$ cat config.mk
export PLATFORM = sky130hd
export DESIGN_NAME = regfile_2w_sweep
export DESIGN_NICKNAME = d
export VERILOG_FILES = /design/src/rtl/regfile_2w_sweep_pkg.sv /design/src/rtl/regfile_2w_sweep_rf_read_mux.sv /design/src/rtl/regfile_2w_sweep.sv
export SDC_FILE = /design/constraint.sdc
export NUM_CORES = 2
export LEC_CHECK = 0
export CELL_PAD_IN_SITES_DETAIL_PLACEMENT = 2
export CELL_PAD_IN_SITES_GLOBAL_PLACEMENT = 2
export CORE_UTILIZATION = 35
export DETAILED_ROUTE_END_ITERATION = 10
export PLACE_DENSITY_LB_ADDON = 0.1
export SETUP_SLACK_MARGIN = 0.02
export SLEW_MARGIN = 10
export SYNTH_ARGS = -nofsm -noshare
export SYNTH_HDL_FRONTEND = slang
export SYNTH_SLANG_ARGS = --single-unit
$ cat constraint.sdc
create_clock -name clk -period 7.4 [get_ports clk]
set_clock_uncertainty 0.05 [all_clocks]
set_input_delay 1.48 -clock clk [delete_from_list [all_inputs] [get_ports clk]]
set_output_delay 1.48 -clock clk [all_outputs]
set_load 0.1 [all_outputs]
$ cat src/rtl/regfile_2w_sweep_pkg.sv
// Shared definitions for the register file: sweep FSM encoding and the default
// init/offset constants used by the top-level parameters.
package regfile_2w_sweep_pkg;

    typedef enum logic {
        RF_SWEEP = 1'b0,
        RF_READY = 1'b1
    } rf_state_t;

    localparam logic [31:0] RF_GP_INIT_DEFAULT    = 32'h0000_1800;
    localparam logic [31:0] RF_SP_INIT_DEFAULT    = 32'h0000_2ffe;
    localparam logic [31:0] RF_MIO_OFFSET_DEFAULT = 32'h0000_0020;

endpackage

$ cat src/rtl/regfile_2w_sweep_rf_read_mux.sv
// Read-port select for the register file.
// Ports:
//   raddr            read address
//   stored           regs[raddr] as seen by the parent (don't care when out of range)
//   ready            register file is out of the init sweep
//   we_a/waddr_a/wdata_a, we_b/waddr_b/wdata_b   in-flight writes for forwarding
//   rdata            selected read data
// Address 0 and addresses >= NUM read as 0. With BYPASS=1 a same-cycle write to the
// read address is forwarded, port B taking priority to match the write-side clash rule.
module regfile_2w_sweep_rf_read_mux #(
    parameter int unsigned WIDTH      = 32,
    parameter int unsigned ADDR_WIDTH = 5,
    parameter int unsigned NUM        = 32,
    parameter bit          BYPASS     = 1'b1
) (
    input  logic [ADDR_WIDTH-1:0] raddr,
    input  logic [WIDTH-1:0]      stored,
    input  logic                  ready,
    input  logic                  we_a,
    input  logic [ADDR_WIDTH-1:0] waddr_a,
    input  logic [WIDTH-1:0]      wdata_a,
    input  logic                  we_b,
    input  logic [ADDR_WIDTH-1:0] waddr_b,
    input  logic [WIDTH-1:0]      wdata_b,
    output logic [WIDTH-1:0]      rdata
);

    logic addr_valid;
    assign addr_valid = (raddr != '0) && (32'(raddr) < NUM);

    always_comb begin
        rdata = '0;
        if (addr_valid) begin
            if (BYPASS && ready && we_b && (waddr_b == raddr)) begin
                rdata = wdata_b;
            end else if (BYPASS && ready && we_a && (waddr_a == raddr)) begin
                rdata = wdata_a;
            end else begin
                rdata = stored;
            end
        end
    end

endmodule

$ cat src/rtl/regfile_2w_sweep.sv
// General-purpose register file with two combinational read ports, two write ports
// (B wins on clash), optional write->read bypass, a registered debug read port and the
// CPU_MIO tap. Reset starts a sweep that initialises one register per cycle; busy is
// high for the whole sweep so the control unit can stall.
// Ports:
//   clk, reset                  clock, synchronous active-high reset
//   we_a/waddr_a/wdata_a        write port A (ALU/WB)
//   we_b/waddr_b/wdata_b        write port B (load/CP0)
//   raddr1/rdata1, raddr2/rdata2  combinational read ports
//   dbg_addr/dbg_data           debug read, 1-cycle latency, never bypassed
//   busy                        init sweep in progress
//   CPU_MIO                     regs[MIO_IDX] + MIO_OFFSET
module regfile_2w_sweep
    import regfile_2w_sweep_pkg::*;
#(
    parameter int unsigned     WIDTH      = 32,
    parameter int unsigned     ADDR_WIDTH = 5,
    parameter int unsigned     NUM        = 32,
    parameter bit              BYPASS     = 1'b1,
    parameter int unsigned     GP_IDX     = 28,
    parameter logic [WIDTH-1:0] GP_INIT   = WIDTH'(RF_GP_INIT_DEFAULT),
    parameter int unsigned     SP_IDX     = 29,
    parameter logic [WIDTH-1:0] SP_INIT   = WIDTH'(RF_SP_INIT_DEFAULT),
    parameter int unsigned     MIO_IDX    = 17,
    parameter logic [31:0]     MIO_OFFSET = RF_MIO_OFFSET_DEFAULT
) (
    input  logic                  clk,
    input  logic                  reset,
    input  logic                  we_a,
    input  logic [ADDR_WIDTH-1:0] waddr_a,
    input  logic [WIDTH-1:0]      wdata_a,
    input  logic                  we_b,
    input  logic [ADDR_WIDTH-1:0] waddr_b,
    input  logic [WIDTH-1:0]      wdata_b,
    input  logic [ADDR_WIDTH-1:0] raddr1,
    input  logic [ADDR_WIDTH-1:0] raddr2,
    output logic [WIDTH-1:0]      rdata1,
    output logic [WIDTH-1:0]      rdata2,
    input  logic [ADDR_WIDTH-1:0] dbg_addr,
    output logic [WIDTH-1:0]      dbg_data,
    output logic                  busy,
    output logic [31:0]           CPU_MIO
);

    localparam int unsigned IW = $clog2(NUM);
    localparam logic [IW-1:0] MIO_I = IW'(MIO_IDX);

    logic [WIDTH-1:0] regs [NUM];

    rf_state_t        state_q, state_d;
    logic [IW-1:0]    ptr_q, ptr_d;
    logic [WIDTH-1:0] sweep_val;
    logic             ready;
    logic             wa_ok, wb_ok;
    logic [WIDTH-1:0] dbg_next;

    assign ready = (state_q == RF_READY);
    assign busy  = (state_q == RF_SWEEP);

    assign wa_ok = ready && we_a && (waddr_a != '0) && (32'(waddr_a) < NUM);
    assign wb_ok = ready && we_b && (waddr_b != '0) && (32'(waddr_b) < NUM);

    always_comb begin
        state_d   = state_q;
        ptr_d     = ptr_q;
        sweep_val = '0;
        if (state_q == RF_SWEEP) begin
            if (32'(ptr_q) == GP_IDX) begin
                sweep_val = GP_INIT;
            end else if (32'(ptr_q) == SP_IDX) begin
                sweep_val = SP_INIT;
            end
            if (32'(ptr_q) == NUM - 1) begin
                state_d = RF_READY;
                ptr_d   = '0;
            end else begin
                ptr_d = ptr_q + 1'b1;
            end
        end
    end

    always_ff @(posedge clk) begin
        if (reset) begin
            state_q  <= RF_SWEEP;
            ptr_q    <= '0;
            dbg_data <= '0;
        end else begin
            state_q  <= state_d;
            ptr_q    <= ptr_d;
            dbg_data <= dbg_next;
        end
    end

    // Storage has no reset of its own so it can map onto RAM; the sweep initialises it.
    // Port B is assigned last so it wins when both ports target the same register.
    always_ff @(posedge clk) begin
        if (!reset) begin
            if (state_q == RF_SWEEP) begin
                regs[ptr_q] <= sweep_val;
            end else begin
                if (wa_ok) regs[waddr_a[IW-1:0]] <= wdata_a;
                if (wb_ok) regs[waddr_b[IW-1:0]] <= wdata_b;
            end
        end
    end

    regfile_2w_sweep_rf_read_mux #(
        .WIDTH      (WIDTH),
        .ADDR_WIDTH (ADDR_WIDTH),
        .NUM        (NUM),
        .BYPASS     (BYPASS)
    ) u_rd1 (
        .raddr   (raddr1),
        .stored  (regs[raddr1[IW-1:0]]),
        .ready   (ready),
        .we_a    (we_a),
        .waddr_a (waddr_a),
        .wdata_a (wdata_a),
        .we_b    (we_b),
        .waddr_b (waddr_b),
        .wdata_b (wdata_b),
        .rdata   (rdata1)
    );

    regfile_2w_sweep_rf_read_mux #(
        .WIDTH      (WIDTH),
        .ADDR_WIDTH (ADDR_WIDTH),
        .NUM        (NUM),
        .BYPASS     (BYPASS)
    ) u_rd2 (
        .raddr   (raddr2),
        .stored  (regs[raddr2[IW-1:0]]),
        .ready   (ready),
        .we_a    (we_a),
        .waddr_a (waddr_a),
        .wdata_a (wdata_a),
        .we_b    (we_b),
        .waddr_b (waddr_b),
        .wdata_b (wdata_b),
        .rdata   (rdata2)
    );

    // Debug port always shows stored contents, never in-flight writes.
    regfile_2w_sweep_rf_read_mux #(
        .WIDTH      (WIDTH),
        .ADDR_WIDTH (ADDR_WIDTH),
        .NUM        (NUM),
        .BYPASS     (1'b0)
    ) u_rd_dbg (
        .raddr   (dbg_addr),
        .stored  (regs[dbg_addr[IW-1:0]]),
        .ready   (ready),
        .we_a    (we_a),
        .waddr_a (waddr_a),
        .wdata_a (wdata_a),
        .we_b    (we_b),
        .waddr_b (waddr_b),
        .wdata_b (wdata_b),
        .rdata   (dbg_next)
    );

    assign CPU_MIO = 32'(regs[MIO_I]) + MIO_OFFSET;

endmodule

==> results.txt <==
----------------------------------------------------
[Setup path]
  Critical path endpoint category ... primary output
  Launch instance of the worst register-to-register path ... ready
  Terminus of the critical flop-to-flop path ... regs[3][13]
  Required time of the worst setup path ... roughly 6 ns
  Worst Path Class, Setup ... in -> out
  Setup slack, reg-to-reg ... ~2.9 ns
  Critical Path Start Type ... input pin
  Maximum fanout along the worst path ... 21
  Worst-case reg-to-reg path depth ... 6
  Arrival @ worst endpoint ... 5.49 ns

[Final layout]
  Share of cells above drive strength 1 ... 19.69%
  Number of fillers in the final layout ... 20,110
  Number of cells in the finished layout apart from fillers ... between 8,000 and 9,000
  Finished layout cell area ... roughly 80,000 um2
  Total number of nets in the final design ... between 6,000 and 7,000
  Growth of design area from synthesis to finish ... 14.78%

[Synthesis]
  Most instantiated flip-flop cell in the synthesis netlist ... edfxtp_1
  Count of flip-flops with a built-in enable after synthesis ... 1,024
  Netlist Area Pre-Place ... 69,420 um2
  Register area share after synthesis ... 45.39%
  Syn avg cell area ... 11.30 um2
  Number of cells produced by synthesis ... between 6,000 and 7,000
  Warnings, synthesis ... 0
  Leading post-synthesis cells by cell area ... edfxtp_1 44%, mux4_2 17%, mux2i_1 7.0%, o21ai_0 4.5%, nand2_1 3.7%
  FFs w/ async S/R, synth ... 0%
  Unique masters post-synth ... 64
  Fraction of post-synthesis cell area in the top cell type by area ... approximately 44%
  Leading area contributor after synthesis ... edfxtp_1
  Synthesis-stage register bit count ... 1,062
  Post-synthesis net count ... roughly 6,200

[Timing]
  Worst slew margin relative to its limit ... 9.329%
  Final Critical Period ... 7.023 ns
  Worst Max-Slew Pin Slew ... 1.342 ns
  Final setup TNS ... 0 ns
  Final Slew Violations ... 0
  Upper clock frequency limit ... 0.1424 GHz
  Setup repair after global routing missed its margin ... no
  Number of setup violations in the final report ... 0
  Least setup slack across all paths after layout ... 0.3766 ns
  Crit share post-route ... 94.91%
  Final Hold Violating Endpoints ... 0

[Routing]
  Number of DRC markers in iteration 0 ... 7,141
  Number of routed nets with antenna violations ... 0
  Ratio of routed vias to standard cells ... 6.873
  Detailed-route wire length ... between 300,000 and 400,000 um
  Via count of the routed design ... roughly 60,000
  Detailed-router iteration count before antenna repair ... 6
  Remaining DRCs ... 0
  Wire per inst ... 42.25 um

[Global route]
  Via count of the first global-routing pass ... ~60,000
  Grt total ovfl ... 0
  M2 GR Usage ... 56.73%
  Global routing usage on met1 ... 48.36%
  Pin count of the biggest net entering global routing ... 105
  Number of antenna violations at the first check in global routing ... 20
  First-pass GRT wire length ... 504,200 um
  GR met3 Demand/Resource ... around 6.4%
  Tot GR Track Use ... between 30% and 40%
  Top Usage Layer GRT ... met2

[Clocking]
  Number of clock buffers inserted by TritonCTS ... 136
  Clock Root Buffer ... clkbuf_16
  Deepest clock path buffer count ... 3
  Number of post-CTS setup repair buffers ... 0
  Post-cts gate resize count ... 0
  Clock slew at the register clock pins of the worst setup and hold paths ... 0.05 ns
  Clk sink count ... between 1,000 and 1,500
  Clock latency at the later pin of the worst-skew pair ... approximately 0.83 ns
  Maximum level of the CTS H-tree ... 4
  Clock tree from TritonCTS ... built
  # hold bufs at CTS ... 0

[Floorplan]
  Core area ... 197,200 um2
  Initial core utilization ... 35.20%
  Ports ... 222
  Chip Height ... 447.4 um
  Site Rows ... 163
  Die Area ... 200,100 um2
  Die Span X ... 447.4 um

[Power and ir drop]
  Internal cell power ... approximately 11,000 uW
  Switching share of power ... between 20% and 30%
  Sequential Power Share ... 42.8%
  Switching pwr ... 4405 uW
  VDD IR-drop max ... roughly 0.27 mV
  Proportion of power drawn by combinational gates ... 14.2%
  P_leak ... 0.02866 uW
  Part of the power in the clock network ... 43.0%
  Pwr per Cell Area ... about 190 nW/um2

[Flow run]
  Maximum Capacitance Violations ... 0

[Hold path]
  Hold-critical path depth ... 2
  Type of the tightest min-delay check ... reg -> reg
  Worst Hold End ... ptr_q[2]
  Worst hold path startpoint ... ptr_q[2]

[Placement]
  DP Area ... 75,450 um2
  I/O Buffers ... 221
  Gpl congestion ... 0.9224
  Minimum setup slack after placement ... between 0.5 and 0.6 ns
  Placed Cells ... 8,517
  Half-perimeter wire length of the detailed placement result ... ~240,000 um

[Run status]
  Outcome ... finished clean

----------------------------------------------------
-- per-layer routing --
layer	routed length, um	part of all wire, %
met3	29880	8.1
met2	167500	45
met4	22290	6.0
met5	73	0.020
met1	150600	41
-- power by group through the flow --
| stage | Sequential (uW) | Combinational, uW | Clock (uW) |
|---|---|---|---|
| finish | 6580 | 2190 | 6620 |
| global route | 6580 | 2220 | 6870 |
| CTS | 6580 | 2160 | 6690 |
| detailed placement | 6700 | 2160 | 0 |
| global placement | 6700 | 2150 | 0 |
| floorplan | 6770 | 1170 | 0 |
-- layout by cell type, fill, tap and decap left out, types with 11 or more instances in the layout --
cell / count
mux4_2: 512
buf_12: 100
o211ai_1: 25
a221o_1: 25
o21ai_1: 37
a32oi_1: 39
o21ai_4: 31
inv_1: 40
edfxtp_1: 1024
xor2_1: 11
xnor2_1: 34
buf_4: 270
nor2_1: 428
a21oi_1: 474
o31ai_1: 32
a211oi_1: 99
mux2i_1: 486
a22oi_1: 38
mux2_1: 37
nand3_1: 13
a22o_1: 62
a221oi_1: 25
nand4_1: 11
a21o_1: 40
clkinv_1: 19
o22ai_1: 106
o221ai_1: 190
nand2_1: 688
nor3_2: 22
clkinv_2: 19
clkbuf_16: 143
or3_1: 33
nor4bb_1: 24
a21oi_2: 13
mux2_2: 20
clkdlybuf4s50_1: 135
o21ai_0: 596
clkbuf_1: 41
dfxtp_1: 38
-- state kept, by name (all words and copies together), names as in the netlist --
name	count
ready	1
ptr_q	5
dbg_data	32
regs	1024
-- layout make-up --
cell class	count	area, um2	area share, %
sequential	1062	31510	39.54
clock inverter	56	436.7	0.5480
clock buffer	188	3787	4.753
timing repair buffer	519	5509	6.914
tap	2640	3303	4.145
multi-input combinational	4255	34970	43.88
inverter	41	156.4	0.1963
antenna	5	12.51	0.01570
-- worst max-delay path by stage --
stage,start,endpoint,slack [ns],cells past startpoint
finish,waddr_b[0],rdata1[17],0.38,8
global route,waddr_b[0],rdata1[17],0.52,8
CTS,waddr_b[0],rdata1[17],0.51,8
detailed placement,waddr_b[0],rdata1[17],0.52,8
global placement,waddr_b[0],rdata1[15],0.52,7
floorplan,raddr2[1],rdata2[30],0.88,9
-- synth_stat cells (25+ instances only) --
cell type / n
a211oi_1: 99
a21o_1: 40
a21oi_1: 487
a221o_1: 25
a221oi_1: 25
a22o_1: 62
a22oi_1: 38
a32oi_1: 40
buf_1: 32
buf_2: 162
buf_4: 53
clkbuf_1: 505
dfxtp_1: 38
edfxtp_1: 1024
inv_1: 40
mux2_1: 37
mux2i_1: 486
mux4_2: 512
nand2_1: 688
nor2_1: 436
nor3_1: 28
nor4bb_1: 25
o211ai_1: 25
o21ai_0: 627
o21ai_1: 37
o221ai_1: 190
o22ai_1: 106
o31ai_1: 34
or3_1: 33
xnor2_1: 34
-- critical path, cell delays in order --
cell,delay [ns]
clkdlybuf4s50_1,1.11
xnor2_1,0.16
nand2_1,0.15
o21ba_2,0.68
nand2b_2,0.63
o21ai_1,0.82
buf_4,0.24
buf_12,0.17
-- cell families after synthesis --
family          Yosys count  share of synthesized area [%]
flops                  1062                          45.39
fa+ha+maj                 5                        0.09011
mux                    1055                          24.54
simple gates           1304                          7.845
buf+inv                 826                          5.266
xor+xnor                 45                         0.5677
compound gates         1846                          16.30
-- through the flow --
| stage | power, uW | utilization, % | hold slack [ns] |
|---|---|---|---|
| 6_report | 15390 | 40.40 | 0.5773 |
| 5_1_grt | 15670 | 40.40 | 0.5902 |
| 4_1_cts | 15430 | 40.40 | 0.5603 |
| 3_5_place_dp | 8861 | 38.26 | 0.5380 |
| 3_3_place_gp | 8847 | 38.25 | 0.5178 |
| 2_1_floorplan | 7945 | - | 0.4588 |
No activity file was read; power rests on OpenSTA's default activity.
==> variant (same flow settings) <==
`MIO_IDX`: 17 -> 12.
--- a/src/rtl/regfile_2w_sweep.sv
+++ b/src/rtl/regfile_2w_sweep.sv
@@ -21,7 +21,7 @@
     parameter logic [WIDTH-1:0] GP_INIT   = WIDTH'(RF_GP_INIT_DEFAULT),
     parameter int unsigned     SP_IDX     = 29,
     parameter logic [WIDTH-1:0] SP_INIT   = WIDTH'(RF_SP_INIT_DEFAULT),
-    parameter int unsigned     MIO_IDX    = 17,
+    parameter int unsigned     MIO_IDX    = 12,
     parameter logic [31:0]     MIO_OFFSET = RF_MIO_OFFSET_DEFAULT
 ) (
     input  logic                  clk,
Function: same outputs for any inputs over 4 cycles, from zero or initial values and one cycle with reset high; that may be too few to reach the edited logic, so the function may still have changed.
==> variant against the unedited design <==
Wire length rose by 1.1%; critical path type is now flop to primary output; sequential cell count is the same; largest cell class unchanged; register-to-register slack better by 160 ps; total power grew 1.7%; clock power up 4.1%; worst setup slack improved by 210 ps; critical endpoint is now CPU_MIO[31]; critical path depth is 2 lower; cell count is essentially flat; area after synthesis hardly changed; sequential share of layout area shrank 0.068 points; global-route usage up 0.47 points; final area increased by 0.17%; die area about the same.
==> variant: results (changes against the unedited design) <==
Status
  – Status: completed

Drt
  – Vias per cell: 6.880 (+0.11%)
  – Drt wl/cell: 42.75 um (+1.2%)
  – Initial DRC Count: 7190 (+0.69%)
  – DR pass1 iterations: 7 (+1)

Clocking
  – TritonCTS buffer count: 138 (+1.5%)
  – Setup Buffers After CTS: 0 (unchanged)

Yosys
  – Synth top area cells: edfxtp_1 (44%), mux4_2 (17%), mux2i_1 (7.0%)
  – Synth cell count leaders: edfxtp_1 (1024), nand2_1 (688), o21ai_0 (627)

Worst setup path
  – CP Data Arrival Time: 5290 ps (-200 ps)
  – Crit-path max FO: 6 (-71%)
  – Crit path to: CPU_MIO[31]
  – Worst Setup SP: regs[12][13]
  – Crit path max-delay family: simple AND/OR/NAND/NOR gates
  – Reg2reg setup slack: 3030 ps (+160 ps)
  – Max incr delay on CP: 1160 ps (+50 ps)
  – Worst R2R Path Depth: 7 (+1)
  – Crit Reg-Reg Endpoint: regs[19][30]

GRT
  – Vias in the first global route: 60.92k (+0.59%)
  – Largest net degree at the start of global routing: 80 (-24%)
  – Initial antenna violation count: 16 (-20%)
  – Total global routing track utilization: 36.92% (+0.47 points)

Placement
  – GPL Wtd Cong: 0.8998 (-2.5%)
  – Post-detail-place hpwl: 233400 um (-1.1%)

Final layout
  – Total Nets Final: 6098 (-0.25%)
  – Layout cell share with drive strength beyond 1: 20.21% (+0.52 points)

Pwr
  – Worst VDD drop: 213.7 uV (-21%)
  – P_leak: 28.69 nW (+0.13%)

STA
  – Slew margin rel.: 5.280% (-4.0 points)
variant: how the worst min path moves through the flow:
stage               depth (start not counted)        to  slack (ps)  startpoint
detailed placement                          2  ptr_q[3]         530    ptr_q[3]
global placement                            2  ptr_q[2]         520    ptr_q[2]
global route                                2  ptr_q[3]         560    ptr_q[3]
floorplan                                   2  ptr_q[3]         460    ptr_q[3]
finish                                      2  ptr_q[3]         550    ptr_q[3]
CTS                                         2  ptr_q[3]         540    ptr_q[3]
variant: per-layer routing:
metal	GRT usage (%)	vias to the layer above	part of all wire [%]
met3	6.757	885	8.1
met2	58.05	3095	46
li1	-	23670	-
met1	48.17	32630	40
met5	0	-	0.011
met4	20.02	6	6.0
variant: cell families (layout without fill, tap and decap cells):
| family | after synthesis | after routing | synth area share (%) |
|---|---|---|---|
| AO/OA/AOI/OAI | 1846 | 1846 | 16.29 |
| XOR/XNOR | 45 | 45 | 0.5673 |
| adder cells (fa/ha/maj) | 5 | 5 | 0.09005 |
| buffers and inverters | 826 | 795 | 5.340 |
| flip-flops | 1062 | 1062 | 45.36 |
| multiplexers | 1055 | 1055 | 24.53 |
| other | 0 | 10 | 0 |
| AND/OR/NAND/NOR | 1304 | 1304 | 7.828 |
variant: tightest hold or removal path, stage by stage (launching register included):
cell	delay (ps)
dfxtp_1	370
o21ai_0	110
a21oi_1	70
variant: metrics by stage:
stage	setup slack [ps]	util (%)	area [um^2]	cells	total power, mW
2_1_floorplan	925.4	-	69470	6143	7.950
3_3_place_gp	913.0	38.20	75330	8500	8.843
3_5_place_dp	836.7	38.20	75330	8500	8.856
4_1_cts	809.4	40.46	79790	8752	15.68
5_1_grt	666.1	40.46	79800	8755	15.93
6_report	583.5	40.47	79820	8762	15.66
variant: where the power goes:
part           switching (mW)  total [mW]  internal [mW]
registers              0.0376        6.58           6.54
clock network            2.90        6.89           3.99
logic                    1.50        2.19          0.687
variant: area by class of cell:
type                    instances  area, um^2
multi-input cells            4255       34960
clock inverters                65       570.5
inverters                      41       156.4
fillers                     20130      117400
flip-flops and latches       1062       31510
diodes                         10       25.02
well taps                    2640        3303
repair buffers                502        5406
clock buffers                 187        3887
